[config.mk]
export PLATFORM = sky130hd
export DESIGN_NAME = rr_arbiter_flat
export DESIGN_NICKNAME = d
export VERILOG_FILES = /design/src/rtl/rr_arbiter_if.sv /design/src/rtl/rr_arbiter.sv /design/src/flat_wrapper.sv
export SDC_FILE = /design/constraint.sdc
export NUM_CORES = 1
export LEC_CHECK = 0
export CAP_MARGIN = 20
export CORE_AREA = 2 2 39 41
export DETAILED_ROUTE_END_ITERATION = 7
export DIE_AREA = 0 0 41 43
export HOLD_SLACK_MARGIN = 0.12
export PLACE_DENSITY = 0.73
export SLEW_MARGIN = 10
export SYNTH_ARGS = -nofsm -noshare
export SYNTH_HDL_FRONTEND = slang
export SYNTH_SLANG_ARGS = --single-unit
export TNS_END_PERCENT = 30
[constraint.sdc]
create_clock -name clk -period 2.9 [get_ports clk]
set_clock_uncertainty 0.2 [all_clocks]
set_input_delay 0.58 -clock clk [delete_from_list [all_inputs] [get_ports clk]]
set_output_delay 0.58 -clock clk [all_outputs]
set_load 0.03 [all_outputs]
[src/rtl/rr_arbiter_if.sv]
// Request/grant bundle between N bus masters and the rr_arbiter.
//   req         : per-channel request level (master -> arbiter)
//   rr_mode     : 0 = fixed priority, 1 = round robin (master -> arbiter)
//   grant       : registered one-hot grant, zero when idle (arbiter -> master)
//   grant_id    : index of the current owner, 0 when idle (arbiter -> master)
//   grant_valid : high while any grant bit is set (arbiter -> master)
//   preempt     : one-cycle pulse on a forced hold-limit handoff (arbiter -> master)
interface rr_arbiter_if #(
    parameter int N   = 4,
    parameter int IDW = $clog2(N)
) ();
    logic [N-1:0]   req;
    logic           rr_mode;
    logic [N-1:0]   grant;
    logic [IDW-1:0] grant_id;
    logic           grant_valid;
    logic           preempt;

    modport master (
        output req,
        output rr_mode,
        input  grant,
        input  grant_id,
        input  grant_valid,
        input  preempt
    );

    modport slave (
        input  req,
        input  rr_mode,
        output grant,
        output grant_id,
        output grant_valid,
        output preempt
    );
endinterface

[src/rtl/rr_arbiter.sv]
// N-channel request/grant arbiter with registered one-hot grant.
// Policy is selectable at runtime (fixed priority or round robin), a released
// grant is handed straight to the next requester without an idle cycle, and an
// optional hold limit forces a handoff so one owner cannot starve the others.
// Ports:
//   clk   : clock, all state changes on the rising edge
//   reset : synchronous active-high reset
//   bus   : rr_arbiter_if slave modport (req, rr_mode in; grant, grant_id,
//           grant_valid, preempt out)
module rr_arbiter #(
    parameter int N        = 4,
    parameter int MAX_HOLD = 0,
    parameter int IDW      = $clog2(N)
) (
    input  logic          clk,
    input  logic          reset,
    rr_arbiter_if.slave   bus
);

    // Hold counter only needs to reach MAX_HOLD; keep at least one bit.
    localparam int HCW = (MAX_HOLD > 0) ? $clog2(MAX_HOLD + 1) : 1;
    localparam logic [HCW-1:0] MAX_HOLD_C = HCW'(MAX_HOLD);
    localparam logic [HCW-1:0] HOLD_ONE_C = HCW'(1'b1);

    logic [N-1:0]   grant_r;
    logic [IDW-1:0] grant_id_r;
    logic           grant_valid_r;
    logic           preempt_r;
    logic [IDW-1:0] last_r;
    logic [HCW-1:0] hold_cnt_r;

    logic [N-1:0]   grant_s;
    logic [IDW-1:0] grant_id_s;
    logic           grant_valid_s;
    logic           preempt_s;
    logic [IDW-1:0] last_s;
    logic [HCW-1:0] hold_cnt_s;
    logic [N-1:0]   others_s;
    logic           owner_req_s;
    logic           limit_hit_s;
    logic [N-1:0]   arb_vec_s;
    logic [IDW:0]   pick_s;

    // Returns {found, index}. Fixed mode scans from 0; round robin scans from
    // last+1 and wraps modulo N.
    function automatic logic [IDW:0] pick_f(
        input logic [N-1:0]   vec,
        input logic [IDW-1:0] last,
        input logic           rr
    );
        logic           found;
        logic [IDW-1:0] idx;
        int             start;
        int             cand;
        found = 1'b0;
        idx   = {IDW{1'b0}};
        start = rr ? (int'(last) + 1) : 0;
        for (int i = 0; i < N; i++) begin
            cand = ((start + i) >= N) ? (start + i - N) : (start + i);
            if (!found && vec[cand[IDW-1:0]]) begin
                found = 1'b1;
                idx   = IDW'(cand);
            end else begin
                found = found;
            end
        end
        return {found, idx};
    endfunction

    // Next-state: hold, forced handoff, release handoff, or idle arbitration.
    always_comb begin
        grant_s       = grant_r;
        grant_id_s    = grant_id_r;
        grant_valid_s = grant_valid_r;
        preempt_s     = 1'b0;
        last_s        = last_r;
        hold_cnt_s    = hold_cnt_r;
        others_s      = bus.req & ~grant_r;
        owner_req_s   = grant_valid_r && bus.req[grant_id_r];
        limit_hit_s   = (MAX_HOLD > 0) && grant_valid_r &&
                        (hold_cnt_r == MAX_HOLD_C) && (others_s != {N{1'b0}});
        // On release or idle the owner bit of req is already low, so masking it
        // gives the same vector in every arbitration case.
        arb_vec_s     = others_s;
        pick_s        = pick_f(arb_vec_s, last_r, bus.rr_mode);

        if (owner_req_s && !limit_hit_s) begin
            if (hold_cnt_r < MAX_HOLD_C) begin
                hold_cnt_s = hold_cnt_r + HOLD_ONE_C;
            end else begin
                hold_cnt_s = hold_cnt_r;
            end
        end else if (pick_s[IDW]) begin
            grant_s                   = {N{1'b0}};
            grant_s[pick_s[IDW-1:0]]  = 1'b1;
            grant_id_s                = pick_s[IDW-1:0];
            grant_valid_s             = 1'b1;
            last_s                    = pick_s[IDW-1:0];
            hold_cnt_s                = HOLD_ONE_C;
            // A still-requesting owner only loses the grant through the limit.
            preempt_s                 = owner_req_s;
        end else begin
            grant_s       = {N{1'b0}};
            grant_id_s    = {IDW{1'b0}};
            grant_valid_s = 1'b0;
            hold_cnt_s    = {HCW{1'b0}};
        end
    end

    // State and output registers with synchronous reset.
    always_ff @(posedge clk) begin
        if (reset) begin
            grant_r       <= {N{1'b0}};
            grant_id_r    <= {IDW{1'b0}};
            grant_valid_r <= 1'b0;
            preempt_r     <= 1'b0;
            last_r        <= IDW'(N - 1);
            hold_cnt_r    <= {HCW{1'b0}};
        end else begin
            grant_r       <= grant_s;
            grant_id_r    <= grant_id_s;
            grant_valid_r <= grant_valid_s;
            preempt_r     <= preempt_s;
            last_r        <= last_s;
            hold_cnt_r    <= hold_cnt_s;
        end
    end

    assign bus.grant       = grant_r;
    assign bus.grant_id    = grant_id_r;
    assign bus.grant_valid = grant_valid_r;
    assign bus.preempt     = preempt_r;

endmodule

[src/flat_wrapper.sv]
// flat-port wrapper written by rule: the top's interface ports become plain ports
module rr_arbiter_flat 
#(
    parameter int N        = 4,
    parameter int MAX_HOLD = 0,
    parameter int IDW      = $clog2(N)
)
  (clk, reset, bus_req, bus_rr_mode, bus_grant, bus_grant_id, bus_grant_valid, bus_preempt);
  rr_arbiter_if #(.N(N), .IDW(IDW)) bus_i ();
  input  logic clk;
  input  logic reset;
  input wire logic [$bits(bus_i.req)-1:0] bus_req;
  input wire logic [$bits(bus_i.rr_mode)-1:0] bus_rr_mode;
  output wire logic [$bits(bus_i.grant)-1:0] bus_grant;
  output wire logic [$bits(bus_i.grant_id)-1:0] bus_grant_id;
  output wire logic [$bits(bus_i.grant_valid)-1:0] bus_grant_valid;
  output wire logic [$bits(bus_i.preempt)-1:0] bus_preempt;
  assign bus_i.req = bus_req;
  assign bus_i.rr_mode = bus_rr_mode;
  assign bus_grant = bus_i.grant;
  assign bus_grant_id = bus_i.grant_id;
  assign bus_grant_valid = bus_i.grant_valid;
  assign bus_preempt = bus_i.preempt;
  rr_arbiter #(.N(N), .MAX_HOLD(MAX_HOLD), .IDW(IDW)) u_core (.clk(clk), .reset(reset), .bus(bus_i));
endmodule
==> flow_summary.ini, run 1 <==
[place]
gp_congestion = 0.7802
hpwl_um = 945.4
port_buffers = 13

[final_layout]
fill_cells = 136
final_nets = 82
drive_gt1_share_pct = 28.38
num_antenna_cells = 0
utilization_pct = 54.34
synthToLayoutAreaGrowth_pct = 28.97

[yosys]
yosysUniqueCellTypes = 32
synth.most_common_cell = dfxtp_1
yosys-top-cells-area = dfxtp_1 31%, mux2_4 5.2%, a2bb2oi_4 4.5%
synth_common_cells = 9 x dfxtp_1, 5 x nand3_1, 4 x nand2_1
netlist_area_um2 = 583.1
synth_edf_count = 0
synth_area_leader_cell = dfxtp_1
synth_area_per_cell_um2 = 10.05
ys.flop_type = dfxtp_1
syn_nets = 65
synth_seq_area_share_pct = 30.90
synthCells = 58
synth_top_area_share_pct = 30.90
yosysWarnings = 0
async_flop_share_pct = 0
ys_seq_elements = 9

[timing]
setup_viol = 0
fmax_mhz = 455.6
fin_tns_setup_ns = 0
post-route-min-period_ns = 2.195
min_period_over_period_pct = 75.69
slew_viol_final = 0
rsz0062_at_grt = no
hold_viol_final = 0

[cts]
cts_root_buf = clkbuf_4
cts_resized = 0
htree_levels = 1
clk_pin_slew_ns = 0.06
cts.sinks = 9
numCtsBuffers = 3
hold_buffers = 0
cts_tree = yes
insertion_delay_ns = 0.26
postCtsSetupRepairBufs = 0
cts_max_path_buffers = 2

[route]
antenna_left = 0
drt_first_pass_iters = 4
vias = 498
drc_errors = 0
wl_mm = 1.227
first_iter_violations = 8
wl_per_cell_um = 13.63
via_per_inst = 5.533

[min_path]
hold_class = reg2reg

[die]
die_y_um = 43
rows = 14
die_area_um2 = 1763
die_x_um = 41
core-area_um2 = 1384
start_util_pct = 42.13
pin_count = 15

[power_and_ir_drop]
switching_share_pct = 36.78
p_leak_nw = 0.3210
power_uw = 451.6
ir_drop_mv = 0.2914
p_sw_uw = 166.1
clkPwrFrac_pct = 21.2
pwr-share-comb_pct = 42.0
p_seq_share_pct = 36.8
powerDensity_nw_per_um2 = 600.6
internal-power_uw = 285.5

[setup_path]
cp_cell_sequence = clkdlybuf4s50_1
cp_num_buf_inv = 1
cp_slowest_stage_delay_ns = 0.71
critPathCaptureType = primary output
arrival_ns = 1.41
path_delay_family = buffers and inverters
path_class = reg2out
cp_max_fo = 3
critPathSlowestCell = clkdlybuf4s50_1
critPathRequiredTime_ns = 2.12
crit_path_start_kind = flip-flop

[grt]
grt_pass1_vias = 453
overflow = 0
grt_max_degree = 8
grt_first_pass_wirelength_mm = 1.876
antenna_found_initial = 0
grt_use_total_pct = 15.63

[job]
maxCapViolations = 0

[outcome]
status = finished, final reports clean
-- cells in the final DEF, fill, tap and decap left out, types with 2 or more instances in the layout --
cell type        netlist  routed
a21oi_1                3       3
a41o_1                 2       2
and3_1                 2       2
clkbuf_4               0       3
clkdlybuf4s50_1        0      13
dfxtp_1                9       9
inv_1                  2       2
mux2_4                 2       2
nand2_1                4       4
nand2b_2               2       2
nand3_1                5       5
nand4b_1               2       2
nor2_1                 3       3
o211ai_1               2       2
-- registers in the layout (all words and copies together) (netlist names) --
name	count
u_core.last_r	2
u_core.bus.grant_valid	1
u_core.bus.grant_id	2
u_core.bus.grant	4
-- power by group through the flow --
stage	combinational [mW]	sequential [mW]	clock (mW)
2_1_floorplan	0.112	0.190	0
3_3_place_gp	0.188	0.169	0
3_5_place_dp	0.189	0.169	0
4_1_cts	0.190	0.166	0.0992
5_1_grt	0.201	0.168	0.103
6_report	0.190	0.166	0.0956
-- metal layers --
metal,global-route usage [%],vias up,share of wire [%]
li1,-,244,-
met1,20.52,239,42
met2,24.06,13,51
met3,1.571,2,5.6
met4,8.000,0,1.5
met5,0,-,0
-- path summary, 6_finish.rpt --
check | start | endpoint | slack [ns] | cells past startpoint
setup / recovery | u_core.bus.grant_valid | bus_grant_valid | 0.71 | 1
hold / removal | u_core.bus.grant[1] | u_core.bus.grant[1] | 0.31 | 2
setup reg to reg | u_core.bus.grant_id[0] | u_core.bus.grant[0] | 1.23 | 5
hold reg to reg | u_core.bus.grant[1] | u_core.bus.grant[1] | 0.31 | 2
-- kinds of logic after synthesis --
group                  after synthesis  share of synthesized area, %
other                                1                        0.6432
flip-flops                           9                         30.90
AO/OA/AOI/OAI                       15                         26.18
AND/OR/NAND/NOR                     27                         33.91
buffers and inverters                4                         3.219
multiplexers                         2                         5.150
-- metrics by stage --
stage | setup WS [ns] | area (um2) | std cells | hold slack [ns]
2_1_floorplan | 1.141 | 583.1 | 58 | 0.2963
3_3_place_gp | 0.5306 | 725.7 | 86 | 0.3085
3_5_place_dp | 0.5617 | 725.7 | 86 | 0.3071
4_1_cts | 0.6866 | 752.0 | 90 | 0.3150
5_1_grt | 0.6733 | 752.0 | 90 | 0.3326
6_report | 0.7051 | 752.0 | 90 | 0.3080
-- layout make-up --
| class | count | area, um2 | share of cell area (%) |
|---|---|---|---|
| well taps | 16 | 20.02 | 2.662 |
| multi-input cells | 45 | 384.1 | 51.08 |
| inverters | 3 | 11.26 | 1.498 |
| clock buffers | 4 | 26.28 | 3.494 |
| flip-flops and latches | 9 | 180.2 | 23.96 |
| repair buffers | 13 | 130.1 | 17.30 |
Note: power is estimated with default switching activity, not from simulation.
==> run 2, diff against run 1 <==
--- a/config.mk
+++ b/config.mk
@@ -6,11 +6,11 @@
 export NUM_CORES = 1
 export LEC_CHECK = 0
 export CAP_MARGIN = 20
-export CORE_AREA = 2 2 39 41
+export CORE_MARGIN = 2
+export CORE_UTILIZATION = 41
 export DETAILED_ROUTE_END_ITERATION = 7
-export DIE_AREA = 0 0 41 43
 export HOLD_SLACK_MARGIN = 0.12
-export PLACE_DENSITY = 0.73
+export PLACE_DENSITY = 0.72
 export SLEW_MARGIN = 10
 export SYNTH_ARGS = -nofsm -noshare
 export SYNTH_HDL_FRONTEND = slang
==> constraint.sdc (replaced) <==
create_clock -name clk -period 1.9 [get_ports clk]
set_clock_uncertainty 0.2 [all_clocks]
set_input_delay 0.38 -clock clk [delete_from_list [all_inputs] [get_ports clk]]
set_output_delay 0.38 -clock clk [all_outputs]
set_load 0.03 [all_outputs]
==> run 2 against run 1 <==
Global-route usage up 2.9 points. Clock-buffer cell count down 1. Combinational power up 74%. Critical path depth unchanged. Register-to-register slack worse by 0.98 ns. Final cell count up 16%. Routed wire length up 21%. Largest power group unchanged. Design area up 15%. Die area down 1.3%. Sequential share of layout area down 3.2 points. Via count up 10%. Worst hold slack worse by 0.0039 ns.
==> flow_summary.ini, run 2 (synthesis results as in run 1) <==
[grt]
grt_max_degree = 7
grt_pass1_vias = 541
grt_use_total_pct = 18.52
overflow = 0
antenna_found_initial = 0
grt_first_pass_wirelength_mm = 2.442

[route]
wl_per_cell_um = 14.30
antenna_left = 0
drc_errors = 0
via_per_inst = 5.269
first_iter_violations = 6
drt_first_pass_iters = 3
wl_mm = 1.487
vias = 548

[setup_path]
critPathSlowestCell = clkdlybuf4s50_1
critPathRequiredTime_ns = 1.32
arrival_ns = 1.29
cp_cell_sequence = clkdlybuf4s50_1
crit_path_start_kind = flip-flop
cp_max_fo = 2
cp_slowest_stage_delay_ns = 0.68
path_class = reg2out
path_delay_family = buffers and inverters
critPathCaptureType = primary output
cp_num_buf_inv = 1

[final_layout]
drive_gt1_share_pct = 41.57
multiInputGateArea_um2 = 392.9
layout_common_cells = 15 x buf_4, 9 x dfxtp_1, 7 x clkdlybuf4s50_1
synthToLayoutAreaGrowth_pct = 48.50
fill_cells = 117
num_antenna_cells = 0
largest_reg_flops = 4
final_nets = 97
utilization_pct = 65.72
final_common_cell = buf_4
stdcell_count = 104
seq_area_um2 = 180.2

[cts]
insertion_delay_ns = 0.27
cts_max_path_buffers = 2
postCtsSetupRepairBufs = 0
numCtsBuffers = 3
hold_buffers = 0
cts_tree = yes
cts_root_buf = clkbuf_4
cts.sinks = 9
htree_levels = 1
clk_pin_slew_ns = 0.07

[place]
gp_congestion = 0.7939
place_inst = 100
port_buffers = 13
hpwl_mm = 1.198

[outcome]
status = finished, final reports clean

[power_and_ir_drop]
power_uw = 739.9
p_leak_nw = 0.4191
ir_drop_mv = 0.4163
powerDensity_nw_per_um2 = 854.5

[min_path]
hold_class = reg2reg

[timing]
whs_ns = 0.3041
hold_viol_final = 0
setup_viol = 0
slew_viol_final = 0
fmax_mhz = 534.3
post-route-min-period_ns = 1.872
fin_tns_setup_ns = 0
min_period_over_period_pct = 98.51

[die]
die_x_um = 41.71
die_area_um2 = 1740
rows = 13
core-area_um2 = 1318
pin_count = 15
die_y_um = 41.71
start_util_pct = 44.25

[job]
maxCapViolations = 0
==> run 2: cell count changes in the layout (fill, tap and decap cells not counted) <==
cell,delta
clkbuf_1,-1
dlygate4sd2_1,+6
buf_4,+15
clkinv_2,+1
clkdlybuf4s50_1,-6
a31oi_2,-1
a31oi_4,+1
==> run 2: worst paths after layout <==
path	slack, ns	to	cells after the start	startpoint
setup / recovery	0.03	bus_grant_valid	1	u_core.bus.grant_valid
hold / removal	0.30	u_core.bus.grant[1]	2	u_core.bus.grant[1]
setup reg to reg	0.25	u_core.bus.grant[0]	5	u_core.bus.grant_id[0]
hold reg to reg	0.30	u_core.bus.grant[1]	2	u_core.bus.grant[1]
==> run 2: metrics by stage <==
stage	cell area, um2	worst slack (ns)
after floorplan	583.1	0.1414
after global placement	837.1	-0.2187
after detailed placement	837.1	-0.2323
after CTS	857.1	0.02001
after global routing	865.8	-0.01473
final	865.8	0.02832
==> run 2: repair_timing <==
item                                    4_1_cts  5_1_grt
resized for setup                             6        1
pin swaps                                     0        0
endpoints found under the setup margin        6        2
==> run 2: layer usage <==
layer	wire length [um]	vias up	part of all wire [%]	track usage (%)
met3	63	5	4.2	6.087
met2	734	10	49	31.56
li1	-	278	-	-
met1	646	255	43	21.77
met4	42	0	2.8	5.806
met5	0	-	0	0
==> run 2: final cells by class <==
class / count / area share [%]
repair buffers: 28 / 27.17
well taps: 15 / 2.168
clock inverters: 1 / 0.5780
inverters: 3 / 1.301
multi-input cells: 45 / 45.38
flip-flops and latches: 9 / 20.81
clock buffers: 3 / 2.601
==> run 2: power breakdown <==
| part | total, mW | switching [mW] | internal [mW] |
|---|---|---|---|
| Sequential | 0.253 | 0.0345 | 0.218 |
| Clock | 0.157 | 0.0790 | 0.0781 |
| Combinational | 0.330 | 0.170 | 0.160 |
